[src/rtl/mem_wb_pipe_reg.sv]
// MEM/WB pipeline register: DEPTH stages with valid bits, stall/flush and register-file forwarding.
// Optional build macro MEM_WB_PERF_EN adds saturating stall_cnt / flush_cnt counters.
module mem_wb_pipe_reg #(
  parameter int DSIZE = 16,
  parameter int ASIZE = 4,
  parameter int DEPTH = 1
) (
  input  logic             clk,
  input  logic             rst,
  input  logic             stall,
  input  logic             flush,
  input  logic             valid_in,
  input  logic [DSIZE-1:0] alu_result_in,
  input  logic [DSIZE-1:0] mem_data_in,
  input  logic             memToReg_in,
  input  logic [ASIZE-1:0] waddr_in,
  input  logic             WriteEn_in,
  input  logic [ASIZE-1:0] rs_addr,
  input  logic [ASIZE-1:0] rt_addr,
  output logic             valid_out,
  output logic [DSIZE-1:0] alu_result_out,
  output logic [DSIZE-1:0] mem_data_out,
  output logic             memToReg_out,
  output logic [ASIZE-1:0] waddr_out,
  output logic             WriteEn_out,
  output logic [DSIZE-1:0] wb_data_out,
  output logic             fwd_rs_hit,
  output logic [DSIZE-1:0] fwd_rs_data,
  output logic             fwd_rt_hit,
  output logic [DSIZE-1:0] fwd_rt_data
`ifdef MEM_WB_PERF_EN
  ,
  output logic [15:0]      stall_cnt,
  output logic [15:0]      flush_cnt
`endif
);

  generate
    if (DEPTH < 1 || DEPTH > 4) begin : g_depth_err
      $fatal(1, "mem_wb_pipe_reg: DEPTH must be in 1..4");
    end
  endgenerate

  logic [DEPTH-1:0] valid_r;
  logic [DEPTH-1:0] m2r_r;
  logic [DEPTH-1:0] wen_r;
  logic [DSIZE-1:0] alu_r   [DEPTH];
  logic [DSIZE-1:0] mem_r   [DEPTH];
  logic [ASIZE-1:0] waddr_r [DEPTH];
  logic [DEPTH-1:0] act_s;

  function automatic logic [DSIZE-1:0] wb_sel(input logic m2r, input logic [DSIZE-1:0] mem,
                                              input logic [DSIZE-1:0] alu);
    return m2r ? mem : alu;
  endfunction

  // Stage registers: flush squashes valid/WriteEn only, stall holds, otherwise shift.
  always_ff @(posedge clk or negedge rst) begin
    if (!rst) begin
      valid_r <= {DEPTH{1'b0}};
      m2r_r   <= {DEPTH{1'b0}};
      wen_r   <= {DEPTH{1'b0}};
      for (int i = 0; i < DEPTH; i++) begin
        alu_r[i]   <= {DSIZE{1'b0}};
        mem_r[i]   <= {DSIZE{1'b0}};
        waddr_r[i] <= {ASIZE{1'b0}};
      end
    end else if (flush) begin
      valid_r <= {DEPTH{1'b0}};
      wen_r   <= {DEPTH{1'b0}};
    end else if (!stall) begin
      valid_r[0] <= valid_in;
      m2r_r[0]   <= memToReg_in;
      wen_r[0]   <= WriteEn_in;
      alu_r[0]   <= alu_result_in;
      mem_r[0]   <= mem_data_in;
      waddr_r[0] <= waddr_in;
      for (int i = 1; i < DEPTH; i++) begin
        valid_r[i] <= valid_r[i-1];
        m2r_r[i]   <= m2r_r[i-1];
        wen_r[i]   <= wen_r[i-1];
        alu_r[i]   <= alu_r[i-1];
        mem_r[i]   <= mem_r[i-1];
        waddr_r[i] <= waddr_r[i-1];
      end
    end
  end

  // Per-stage write-active term; register 0 is never a write target.
  always_comb begin
    act_s = {DEPTH{1'b0}};
    for (int i = 0; i < DEPTH; i++) begin
      act_s[i] = valid_r[i] & wen_r[i] & (waddr_r[i] != {ASIZE{1'b0}});
    end
  end

  // Forwarding lookup: scan oldest to youngest so the youngest hit overwrites.
  always_comb begin
    fwd_rs_hit  = 1'b0;
    fwd_rs_data = {DSIZE{1'b0}};
    fwd_rt_hit  = 1'b0;
    fwd_rt_data = {DSIZE{1'b0}};
    for (int i = DEPTH - 1; i >= 0; i--) begin
      fwd_rs_data = (act_s[i] && (waddr_r[i] == rs_addr)) ? wb_sel(m2r_r[i], mem_r[i], alu_r[i])
                                                          : fwd_rs_data;
      fwd_rs_hit  = fwd_rs_hit | (act_s[i] & (waddr_r[i] == rs_addr));
      fwd_rt_data = (act_s[i] && (waddr_r[i] == rt_addr)) ? wb_sel(m2r_r[i], mem_r[i], alu_r[i])
                                                          : fwd_rt_data;
      fwd_rt_hit  = fwd_rt_hit | (act_s[i] & (waddr_r[i] == rt_addr));
    end
  end

  assign valid_out      = valid_r[DEPTH-1];
  assign alu_result_out = alu_r[DEPTH-1];
  assign mem_data_out   = mem_r[DEPTH-1];
  assign memToReg_out   = m2r_r[DEPTH-1];
  assign waddr_out      = waddr_r[DEPTH-1];
  assign WriteEn_out    = act_s[DEPTH-1];
  assign wb_data_out    = wb_sel(m2r_r[DEPTH-1], mem_r[DEPTH-1], alu_r[DEPTH-1]);

`ifdef MEM_WB_PERF_EN
  // Saturating event counters; a flush edge counts as flush, never as stall.
  always_ff @(posedge clk or negedge rst) begin
    if (!rst) begin
      stall_cnt <= 16'h0000;
      flush_cnt <= 16'h0000;
    end else begin
      if (flush && (flush_cnt != 16'hFFFF)) begin
        flush_cnt <= flush_cnt + 16'h0001;
      end
      if (stall && !flush && (stall_cnt != 16'hFFFF)) begin
        stall_cnt <= stall_cnt + 16'h0001;
      end
    end
  end
`endif

endmodule

[config.mk]
export PLATFORM = sky130hd
export DESIGN_NAME = mem_wb_pipe_reg
export DESIGN_NICKNAME = d
export VERILOG_FILES = /design/src/rtl/mem_wb_pipe_reg.sv
export SDC_FILE = /design/constraint.sdc
export NUM_CORES = 1
export LEC_CHECK = 0
export BUFFER_PORTS_ARGS = -buffer_cell sky130_fd_sc_hd__buf_2
export CAP_MARGIN = 10
export CELL_PAD_IN_SITES_DETAIL_PLACEMENT = 0
export CELL_PAD_IN_SITES_GLOBAL_PLACEMENT = 1
export CORE_MARGIN = 4
export CORE_UTILIZATION = 30
export CTS_CLUSTER_SIZE = 16
export DETAILED_ROUTE_END_ITERATION = 8
export PLACE_DENSITY_LB_ADDON = 0.2
export SETUP_SLACK_MARGIN = 0.02
export SKIP_CTS_REPAIR_TIMING = 1
export SKIP_LAST_GASP = 1
export SYNTH_ARGS = -nofsm -noshare
export SYNTH_HDL_FRONTEND = slang
export SYNTH_SLANG_ARGS = --single-unit
[constraint.sdc]
create_clock -name clk -period 2.2 [get_ports clk]
set_input_delay 0.44 -clock clk [delete_from_list [all_inputs] [get_ports clk]]
set_output_delay 0.44 -clock clk [all_outputs]
set_load 0.05 [all_outputs]
==> results.md, run 1 <==
• antenna violations before repair: 0
• most numerous cell types in the synthesized netlist: sky130_fd_sc_hd__mux2_2, sky130_fd_sc_hd__dfrtp_1, sky130_fd_sc_hd__nor3b_1
• most instantiated flip-flop cell in the synthesis netlist: sky130_fd_sc_hd__dfrtp_1
• post-synthesis instance area: 2060 sq um
• CTS Root Cell: sky130_fd_sc_hd__clkbuf_8
• Filler cells: 578
• die span in x: 90.8 um
• Slew HR: 67.5%
• Via density: 4.79
• total power after layout: 2.81 mW
• TritonCTS sink count: 39
• Die Y: 90.8 um
• number of warnings reported in the yosys synthesis log: 0
• unrepaired setup endpoints after global routing: yes
• GPL Wtd Cong: 0.736
• share of Yosys cell area claimed by the top area cell type: 47.4%
• post-detailed-route count of antenna-violating nets: 0
• fraction of layout cells with a size suffix above 1: 85.1%
• Arrival @ worst endpoint: 1890 ps
• internal portion of total power: 1.52 mW
• final hold violations: 0
• number of storage elements in the synthesis netlist: 39
• final routed wirelength across all metal layers: 6710 um
• Global Route Usage Sum: 16.0%
• reported leakage power: 1.76 nW
• power density cells: 757 nW/um^2
• main area contributors after synthesis: sky130_fd_sc_hd__dfrtp_1, sky130_fd_sc_hd__mux2_2, sky130_fd_sc_hd__nor3b_1
• maximum clock insertion buffer count: 2
• number of nets produced by synthesis: 206
• number of vias after detailed routing: 1850
• Remaining Overflow, GRT: 0
• Placement Setup Slack: 143 ps
• Setup crit end kind: output pin
• minimum clock period: 2330 ps
• first-pass GRT wire length: 10500 um
• CP Launch Type: flop
• number of violations of the max-capacitance limit: 0
• length of the first detailed-routing pass in iterations: 3
• standard cell area after detailed placement: 3260 sq um
• Setup Crit Path Kind: reg -> out
• violations in the final reports: setup timing
• pin count of the biggest net entering global routing: 38
• Placed Cells: 374
• synthesized instance count: 155
• number of enable flip-flop cells after synthesis: 0
• count of port buffers added during placement: 139
• final setup violation count: 34
• Seq/Total Area, Yosys: 47.4%
• type of the tightest min-delay check: in -> reg
• vias in the first global route: 1993
• slew at the pin closest to its max-slew limit: 488 ps
• DIE AREA: 8250 sq um
• Post-DP HPWL: 4970 um
• syn_area_per_cell: 13.3 sq um
• part of the total power dissipated in combinational logic: 50.6%
• number of DRC markers in iteration 0: 11
• row count: 29
• clock network latency to the later pin of the worst-skew pair: 280 ps
• fraction of power spent switching nets: 45.7%
• initial core utilization: 31.7%
• highest attainable clock frequency: 0.430 GHz
• clock tree from TritonCTS: built
• Async S/R FF share, synth: 100%
• switching power summed over all nets: 1.28 mW
• final setup skew: 0 ps
• Placeable Area: 6490 sq um
• VDD IR-drop max: 0.373 mV
• Worst Path Max Fanout: 5
• required time of the critical path: 1760 ps
• crit path setup slack, layout: -127 ps
• Flop pwr share: 32.9%
• antenna diode count: 0
• boundary pin count: 140
• Pins Over Slew Limit: 0
• number of nets in the layout: 359
• Post-route DRC: 0
• clock transition at the registers of the reported paths: 70 ps
• run status: finished, violations left
• number of distinct library cells after synthesis: 16
• leading area contributor after synthesis: sky130_fd_sc_hd__dfrtp_1
• share of the clock period used by the worst path after layout: 106%
• Post-Layout Inst Area: 3710 sq um
• detailed-route wire length per cell: 17.4 um
• H-tree Lvls: 2
• signed area change from the synthesized netlist to the final layout: 80.3%
• Layout Cells excl Fill: 386
• number of buffers added by the clock tree synthesis step: 5
• setup slack on the worst flop-to-flop path: 1160 ps
• leading cell type by number of instances after synthesis: sky130_fd_sc_hd__mux2_2
• share of power burned in the clock network: 16.4%
==> worst paths after layout <==
path,endpoint,from,cells after the start
worst max-delay path,fwd_rt_data[0],waddr_out[1],5
worst min register to register,wen_r,wen_r,2
max in group asynchronous,memToReg_out,rst,3
worst min-delay path,valid_out,flush,2
worst max register to register,memToReg_out,memToReg_out,1
min in group asynchronous,alu_result_out[13],rst,2
==> placed cells by master, fill, tap and decap left out <==
master	synthesis	final
sky130_fd_sc_hd__buf_2	4	104
sky130_fd_sc_hd__mux2_2	53	52
sky130_fd_sc_hd__buf_6	2	35
sky130_fd_sc_hd__dfrtp_1	39	33
sky130_fd_sc_hd__nor3b_4	0	21
sky130_fd_sc_hd__nor3b_2	0	11
sky130_fd_sc_hd__dfrtp_2	0	6
sky130_fd_sc_hd__clkbuf_8	0	5
sky130_fd_sc_hd__buf_12	0	5
sky130_fd_sc_hd__buf_4	1	5
sky130_fd_sc_hd__xnor2_1	8	4
sky130_fd_sc_hd__clkbuf_1	2	3
sky130_fd_sc_hd__buf_8	0	3
sky130_fd_sc_hd__nand2_2	0	2
sky130_fd_sc_hd__xnor2_2	0	2
sky130_fd_sc_hd__xnor2_4	0	2
sky130_fd_sc_hd__nand4_4	2	2
sky130_fd_sc_hd__nor2_4	0	2
sky130_fd_sc_hd__mux2i_1	2	2
sky130_fd_sc_hd__nor2_1	4	2
sky130_fd_sc_hd__clkbuf_16	0	2
sky130_fd_sc_hd__mux2_4	0	1
sky130_fd_sc_hd__and2_1	1	1
sky130_fd_sc_hd__or4_4	1	1
sky130_fd_sc_hd__and2_2	1	1
sky130_fd_sc_hd__nor2_2	1	1
sky130_fd_sc_hd__dlygate4sd3_1	0	1
==> registers in the layout (all words and copies together) (netlist names) <==
register        flops
alu_result_out     16
memToReg_out        1
mem_data_out       16
valid_out           1
waddr_out           4
wen_r               1
==> worst max-delay path, cell delays in order (launching register included) <==
cell,delay (ps)
sky130_fd_sc_hd__dfrtp_2,450
sky130_fd_sc_hd__or4_4,590
sky130_fd_sc_hd__nand4_4,180
sky130_fd_sc_hd__clkbuf_16,190
sky130_fd_sc_hd__nor3b_4,50
sky130_fd_sc_hd__buf_6,150
==> power by group through the flow <==
stage / combinational [mW] / clock (mW) / sequential (mW)
floorplan: 0.686 / 0 / 1.27
global placement: 1.39 / 0 / 0.935
detailed placement: 1.39 / 0 / 0.940
CTS: 1.39 / 0.489 / 0.926
global route: 1.48 / 0.518 / 0.943
finish: 1.42 / 0.461 / 0.924
==> through the flow <==
| stage | utilization (%) | setup TNS (ps) | hold WS (ps) |
|---|---|---|---|
| 2_1_floorplan | - | -4000 | 144 |
| 3_3_place_gp | 50.2 | 0 | 233 |
| 3_5_place_dp | 50.2 | 0 | 232 |
| 4_1_cts | 51.4 | -5280 | -78.8 |
| 5_1_grt | 57.1 | -5880 | 359 |
| 6_report | 57.1 | -3620 | 372 |
==> metal layers <==
metal  vias to the layer above  wire (um)  GRT usage (%)
li1                        869          -              -
met1                       899       2790           19.5
met2                        77       3390           27.2
met3                         5        475           5.50
met4                         0         55           3.77
met5                         -          0              0
==> logic make-up (layout without fill, tap and decap cells) <==
kind of cell | Yosys count | count (layout) | share of synthesized area, %
xor gates and xnor gates | 8 | 8 | 3.41
buffers and inverters | 9 | 163 | 2.80
muxes | 55 | 55 | 30.0
and+or+nand+nor | 44 | 44 | 16.4
DFF | 39 | 39 | 47.4
==> layout make-up <==
class / count / area (sq um) / share of cell area (%)
multi-input cells: 107 / 1390 / 37.5
repair buffers: 155 / 1160 / 31.2
flip-flops and latches: 39 / 983 / 26.5
well taps: 77 / 96.3 / 2.60
clock buffers: 8 / 80.1 / 2.16
No activity file was read; power rests on OpenSTA's default activity.
==> run 2, diff against run 1 <==
--- a/config.mk
+++ b/config.mk
@@ -13,6 +13,7 @@
 export CORE_UTILIZATION = 30
 export CTS_CLUSTER_SIZE = 16
 export DETAILED_ROUTE_END_ITERATION = 8
+export MAX_ROUTING_LAYER = met4
 export PLACE_DENSITY_LB_ADDON = 0.2
 export SETUP_SLACK_MARGIN = 0.02
 export SKIP_CTS_REPAIR_TIMING = 1
==> results.md, run 2 (same netlist as run 1, synthesis figures left out) <==
• run status: finished, violations left, unchanged
• violations in the final reports: setup timing, unchanged
• clock network latency to the later pin of the worst-skew pair: 280 ps, about the same
• Filler cells: 578, unchanged
• length of the first detailed-routing pass in iterations: 4, was 3
• Global Route Usage Sum: 16.5%, was 16.0%
• detailed-route wire length per cell: 17.5 um, was 17.4 um
• maximum clock insertion buffer count: 2, unchanged
• Placeable Area: 6490 sq um, unchanged
• initial core utilization: 31.7%, unchanged
• GPL Wtd Cong: 0.745, was 0.736
• Setup crit end kind: output pin, unchanged
• reported leakage power: 1.76 nW, unchanged
• Via density: 4.79, unchanged
• antenna violations before repair: 0, unchanged
• pin count of the biggest net entering global routing: 38, unchanged
• number of nets in the layout: 359, unchanged
• row count: 29, unchanged
• Worst Path Max Fanout: 5, unchanged
• Post-DP HPWL: 4970 um, unchanged
• Flop pwr share: 32.9%, about the same
• final setup violation count: 34, unchanged
• Arrival @ worst endpoint: 1880 ps, was 1890 ps
• clock transition at the registers of the reported paths: 70 ps, about the same
• number of DRC markers in iteration 0: 18, was 11
• DIE AREA: 8250 sq um, unchanged
• crit path setup slack, layout: -124 ps, was -127 ps
• switching power summed over all nets: 1.29 mW, was 1.28 mW
• met2 capacity usage during global routing: 27.2%, unchanged
• highest-count cells in the layout ignoring fill and taps: sky130_fd_sc_hd__buf_2, sky130_fd_sc_hd__mux2_2, sky130_fd_sc_hd__buf_6, sky130_fd_sc_hd__dfrtp_1, sky130_fd_sc_hd__nor3b_4, unchanged
• vias in the first global route: 1995, was 1993
• Die Y: 90.8 um, unchanged
• Post-route DRC: 0, unchanged
• crit path launch: waddr_out[1], unchanged
• setup slack on the worst flop-to-flop path: 1160 ps, about the same
• Slew HR: 67.6%, was 67.5%
• type of the tightest min-delay check: in -> reg, unchanged
• minimum clock period: 2320 ps, was 2330 ps
• total power after layout: 2.81 mW, about the same
• most heavily used metal layer in global routing: met2, unchanged
• leading cell type in the layout, fill and taps excluded: sky130_fd_sc_hd__buf_2, unchanged
• fraction of power spent switching nets: 45.8%, was 45.7%
• part of the total power dissipated in combinational logic: 50.6%, about the same
• post-route core utilization: 57.1%, unchanged
• worst reg2reg path depth: 1, unchanged
• antenna diode count: 0, unchanged
• worst-path cell chain: or4_4, nand4_4, clkbuf_16, nor3b_4, buf_6, unchanged
• post-detailed-route count of antenna-violating nets: 0, unchanged
• unrepaired setup endpoints after global routing: yes, unchanged
• met1 Resource Use GR: 20.2%, was 19.5%
• worst r2r dst: memToReg_out, unchanged
• final hold violations: 0, unchanged
• CP Launch Type: flop, unchanged
• share of the clock period used by the worst path after layout: 106%, about the same
• number of buffers added by the clock tree synthesis step: 5, unchanged
• boundary pin count: 140, unchanged
• first-pass GRT wire length: 10500 um, about the same
• Setup crit end: fwd_rt_data[0], unchanged
• footprint of the multi-input gates: 1390 sq um, unchanged
• share of power burned in the clock network: 16.5%, was 16.4%
• power density cells: 757 nW/um^2, about the same
• final routed wirelength across all metal layers: 6740 um, was 6710 um
• Pins Over Slew Limit: 0, unchanged
• Max stage delay cell, worst path: sky130_fd_sc_hd__or4_4, unchanged
• VDD IR-drop max: 0.373 mV, about the same
• area used by sequential logic in the layout: 983 sq um, unchanged
• Remaining Overflow, GRT: 0, unchanged
• number of violations of the max-capacitance limit: 0, unchanged
• slew at the pin closest to its max-slew limit: 485 ps, was 488 ps
• H-tree Lvls: 2, unchanged
• clock tree from TritonCTS: built, unchanged
• required time of the critical path: 1760 ps, about the same
• number of vias after detailed routing: 1850, unchanged
• met3 usage: 4.58%, was 5.50%
• highest attainable clock frequency: 0.430 GHz, about the same
• delay of the slowest cell on the worst path: 590 ps, about the same
• fraction of layout cells with a size suffix above 1: 85.1%, unchanged
• signed area change from the synthesized netlist to the final layout: 80.3%, unchanged
• die span in x: 90.8 um, unchanged
• worst r2r src: memToReg_out, unchanged
• internal portion of total power: 1.52 mW, about the same
• CTS Root Cell: sky130_fd_sc_hd__clkbuf_8, unchanged
• count of port buffers added during placement: 139, unchanged
• final setup skew: 0 ps, unchanged
• Setup Crit Path Kind: reg -> out, unchanged
• TritonCTS sink count: 39, unchanged
## run 2: cell counts in the layout (fill, tap and decap cells not counted)
Identical to the previous run, type by type.
## run 2: through the flow
step                      cells  setup slack [ps]  cell area [sq um]  TNS [ps]  hold WS [ps]
after detailed placement    374               143               3260         0           232
after floorplan             155              -250               2380     -4000           144
after global routing        386              -191               3710     -5960           357
after global placement      374               165               3260         0           233
after CTS                   382              -179               3340     -5280         -78.8
final                       386              -124               3710     -3580           373
## run 2: layer usage
metal,up-vias,wire length (um)
li1,867,-
met1,901,2870
met2,77,3420
met3,5,389
met4,0,60
met5,-,0
## run 2: power groups by stage
stage	Sequential [mW]	Combinational (mW)	Clock, mW
floorplan	1.27	0.686	0
global placement	0.935	1.39	0
detailed placement	0.940	1.39	0
CTS	0.926	1.39	0.489
global route	0.943	1.48	0.518
finish	0.925	1.42	0.462
## run 2: how the worst min path moves through the flow
stage | endpoint | cells after the start | slack [ps] | startpoint
2_1_floorplan | alu_result_out[0] | 0 | 140 | rst
3_3_place_gp | alu_result_out[13] | 1 | 230 | rst
3_5_place_dp | alu_result_out[13] | 1 | 230 | rst
4_1_cts | alu_result_out[13] | 1 | -80 | rst
5_1_grt | valid_out | 2 | 360 | flush
6_report | valid_out | 2 | 370 | flush
## run 2: final cells by class
class / instances / share of cell area (%)
Multi-Input combinational cell: 107 / 37.5
Timing Repair Buffer: 155 / 31.2
Tap cell: 77 / 2.60
Clock buffer: 8 / 2.16
Sequential cell: 39 / 26.5
## run 2: worst max-delay path, delay by kind of cell, from the launching register on
kind / cells / cell delay, ps
buffers and inverters: 2 / 340
DFF: 1 / 450
and+or+nand+nor: 3 / 810
==> run 3, diff against run 2 <==
--- a/config.mk
+++ b/config.mk
@@ -13,8 +13,7 @@
 export CORE_UTILIZATION = 30
 export CTS_CLUSTER_SIZE = 16
 export DETAILED_ROUTE_END_ITERATION = 8
-export MAX_ROUTING_LAYER = met4
-export PLACE_DENSITY_LB_ADDON = 0.2
+export PLACE_DENSITY_LB_ADDON = 0.1
 export SETUP_SLACK_MARGIN = 0.02
 export SKIP_CTS_REPAIR_TIMING = 1
 export SKIP_LAST_GASP = 1
==> results.md, run 3 (same netlist as run 1, synthesis figures left out) <==
• TNS Setup: -3040 ps, was -3580 ps
• antenna diode count: 0, unchanged
• final setup skew: 0 ps, unchanged
• worst reg2reg path depth: 1, unchanged
• clock transition at the registers of the reported paths: 70 ps, about the same
• leading cell type in the layout, fill and taps excluded: sky130_fd_sc_hd__buf_2, unchanged
• Min Hold Slack: 203 ps, was 373 ps
• VDD IR-drop max: 0.377 mV, was 0.373 mV
• Filler cells: 582, was 578
• die span in x: 90.8 um, unchanged
• crit path setup slack, layout: -103 ps, was -124 ps
• number of nets in the layout: 360, was 359
• fraction of layout cells with a size suffix above 1: 86.1%, was 85.1%
• Layout Cells excl Fill: 387, was 386
• Via density: 4.69, was 4.79
• detailed-route wire length per cell: 17.0 um, was 17.5 um
• violations in the final reports: setup timing, unchanged
• CP Launch Type: flop, unchanged
• minimum clock period: 2300 ps, was 2320 ps
• type of the tightest min-delay check: in -> async, was in -> reg
• H-tree Lvls: 2, unchanged
• TritonCTS sink count: 39, unchanged
• final setup violation count: 34, unchanged
• Post-route DRC: 0, unchanged
• worst r2r dst: memToReg_out, unchanged
• row count: 29, unchanged
• number of violations of the max-capacitance limit: 0, unchanged
• required time of the critical path: 1760 ps, about the same
• run status: finished, violations left, unchanged
• setup slack on the worst flop-to-flop path: 1170 ps, was 1160 ps
• share of the clock period used by the worst path after layout: 105%, was 106%
• CTS Root Cell: sky130_fd_sc_hd__clkbuf_8, unchanged
• DIE AREA: 8250 sq um, unchanged
• Remaining Overflow, GRT: 0, unchanged
• number of vias after detailed routing: 1816, was 1850
• highest-count cells in the layout ignoring fill and taps: sky130_fd_sc_hd__buf_2, sky130_fd_sc_hd__mux2_2, sky130_fd_sc_hd__buf_6, sky130_fd_sc_hd__dfrtp_1, sky130_fd_sc_hd__nor3b_4, unchanged
• Slew HR: 66.6%, was 67.6%
• Post-DP HPWL: 4930 um, was 4970 um
• maximum clock insertion buffer count: 2, unchanged
• vias in the first global route: 1851, was 1995
• Die Y: 90.8 um, unchanged
• antenna violations before repair: 0, unchanged
• GPL Wtd Cong: 0.688, was 0.745
• clock tree from TritonCTS: built, unchanged
• reported leakage power: 1.77 nW, was 1.76 nW
• boundary pin count: 140, unchanged
• post-route core utilization: 56.7%, was 57.1%
• worst r2r src: memToReg_out, unchanged
• Placed Cells: 373, was 374
• first-pass GRT wire length: 9890 um, was 10500 um
• signed area change from the synthesized netlist to the final layout: 79.1%, was 80.3%
• final hold violations: 0, unchanged
• Setup crit end kind: output pin, unchanged
• Pins Over Slew Limit: 0, unchanged
• Arrival @ worst endpoint: 1860 ps, was 1880 ps
• power density cells: 768 nW/um^2, was 757 nW/um^2
• unrepaired setup endpoints after global routing: yes, unchanged
• pin count of the biggest net entering global routing: 40, was 38
• final routed wirelength across all metal layers: 6570 um, was 6740 um
• number of DRC markers in iteration 0: 27, was 18
• initial core utilization: 31.7%, unchanged
• highest attainable clock frequency: 0.434 GHz, was 0.430 GHz
• Setup Crit Path Kind: reg -> out, unchanged
• count of port buffers added during placement: 139, unchanged
• length of the first detailed-routing pass in iterations: 4, unchanged
• slew at the pin closest to its max-slew limit: 501 ps, was 485 ps
• Worst Path Max Fanout: 8, was 5
• Global Route Usage Sum: 15.1%, was 16.5%
• post-detailed-route count of antenna-violating nets: 0, unchanged
• clock network latency to the later pin of the worst-skew pair: 280 ps, about the same
• number of buffers added by the clock tree synthesis step: 5, unchanged
• Placeable Area: 6490 sq um, unchanged
==> run 3: per-stage QoR <==
step / power [mW] / instance area, sq um / setup slack [ps]
3_5_place_dp: 2.30 / 3250 / 136
2_1_floorplan: 1.96 / 2380 / -250
4_1_cts: 2.84 / 3350 / -190
6_report: 2.83 / 3680 / -103
5_1_grt: 2.97 / 3680 / -164
3_3_place_gp: 2.30 / 3250 / 155
==> run 3: worst max-delay path by stage <==
stage	endpoint	slack (ps)	depth (start not counted)	from
final	fwd_rs_data[3]	-100	5	waddr_out[1]
after global routing	fwd_rt_data[12]	-160	5	waddr_out[1]
after CTS	fwd_rt_data[10]	-190	5	waddr_out[0]
after detailed placement	fwd_rt_data[10]	140	5	waddr_out[0]
after global placement	fwd_rs_data[10]	150	5	waddr_out[0]
after floorplan	fwd_rs_data[10]	-250	4	memToReg_out
==> run 3: final cells by class <==
cell class	count	area (sq um)	share of cell area (%)
multi-input combinational	107	1360	37.0
tap	77	96.3	2.62
timing repair buffer	156	1140	30.9
sequential	39	983	26.7
clock buffer	8	100	2.72
==> run 3: report_power, final <==
group / switching (mW) / internal (mW) / leakage, nW / total (mW)
Combinational: 0.932 / 0.459 / 1.26 / 1.39
Sequential: 0.100 / 0.823 / 0.454 / 0.923
Clock: 0.231 / 0.286 / 0.0515 / 0.517
Total: 1.26 / 1.57 / 1.77 / 2.83
==> run 3: metal layers <==
metal	GRT usage [%]	wire (um)
met5	0	0
met4	3.77	34
met3	5.00	463
met2	25.6	3370
met1	18.6	2710
==> run 3: worst max-delay path, cell delays in order, from the launching register on <==
cell	delay (ps)
sky130_fd_sc_hd__dfrtp_2	450
sky130_fd_sc_hd__or4_4	570
sky130_fd_sc_hd__nand4_4	170
sky130_fd_sc_hd__buf_12	170
sky130_fd_sc_hd__nor3b_2	60
sky130_fd_sc_hd__buf_6	160
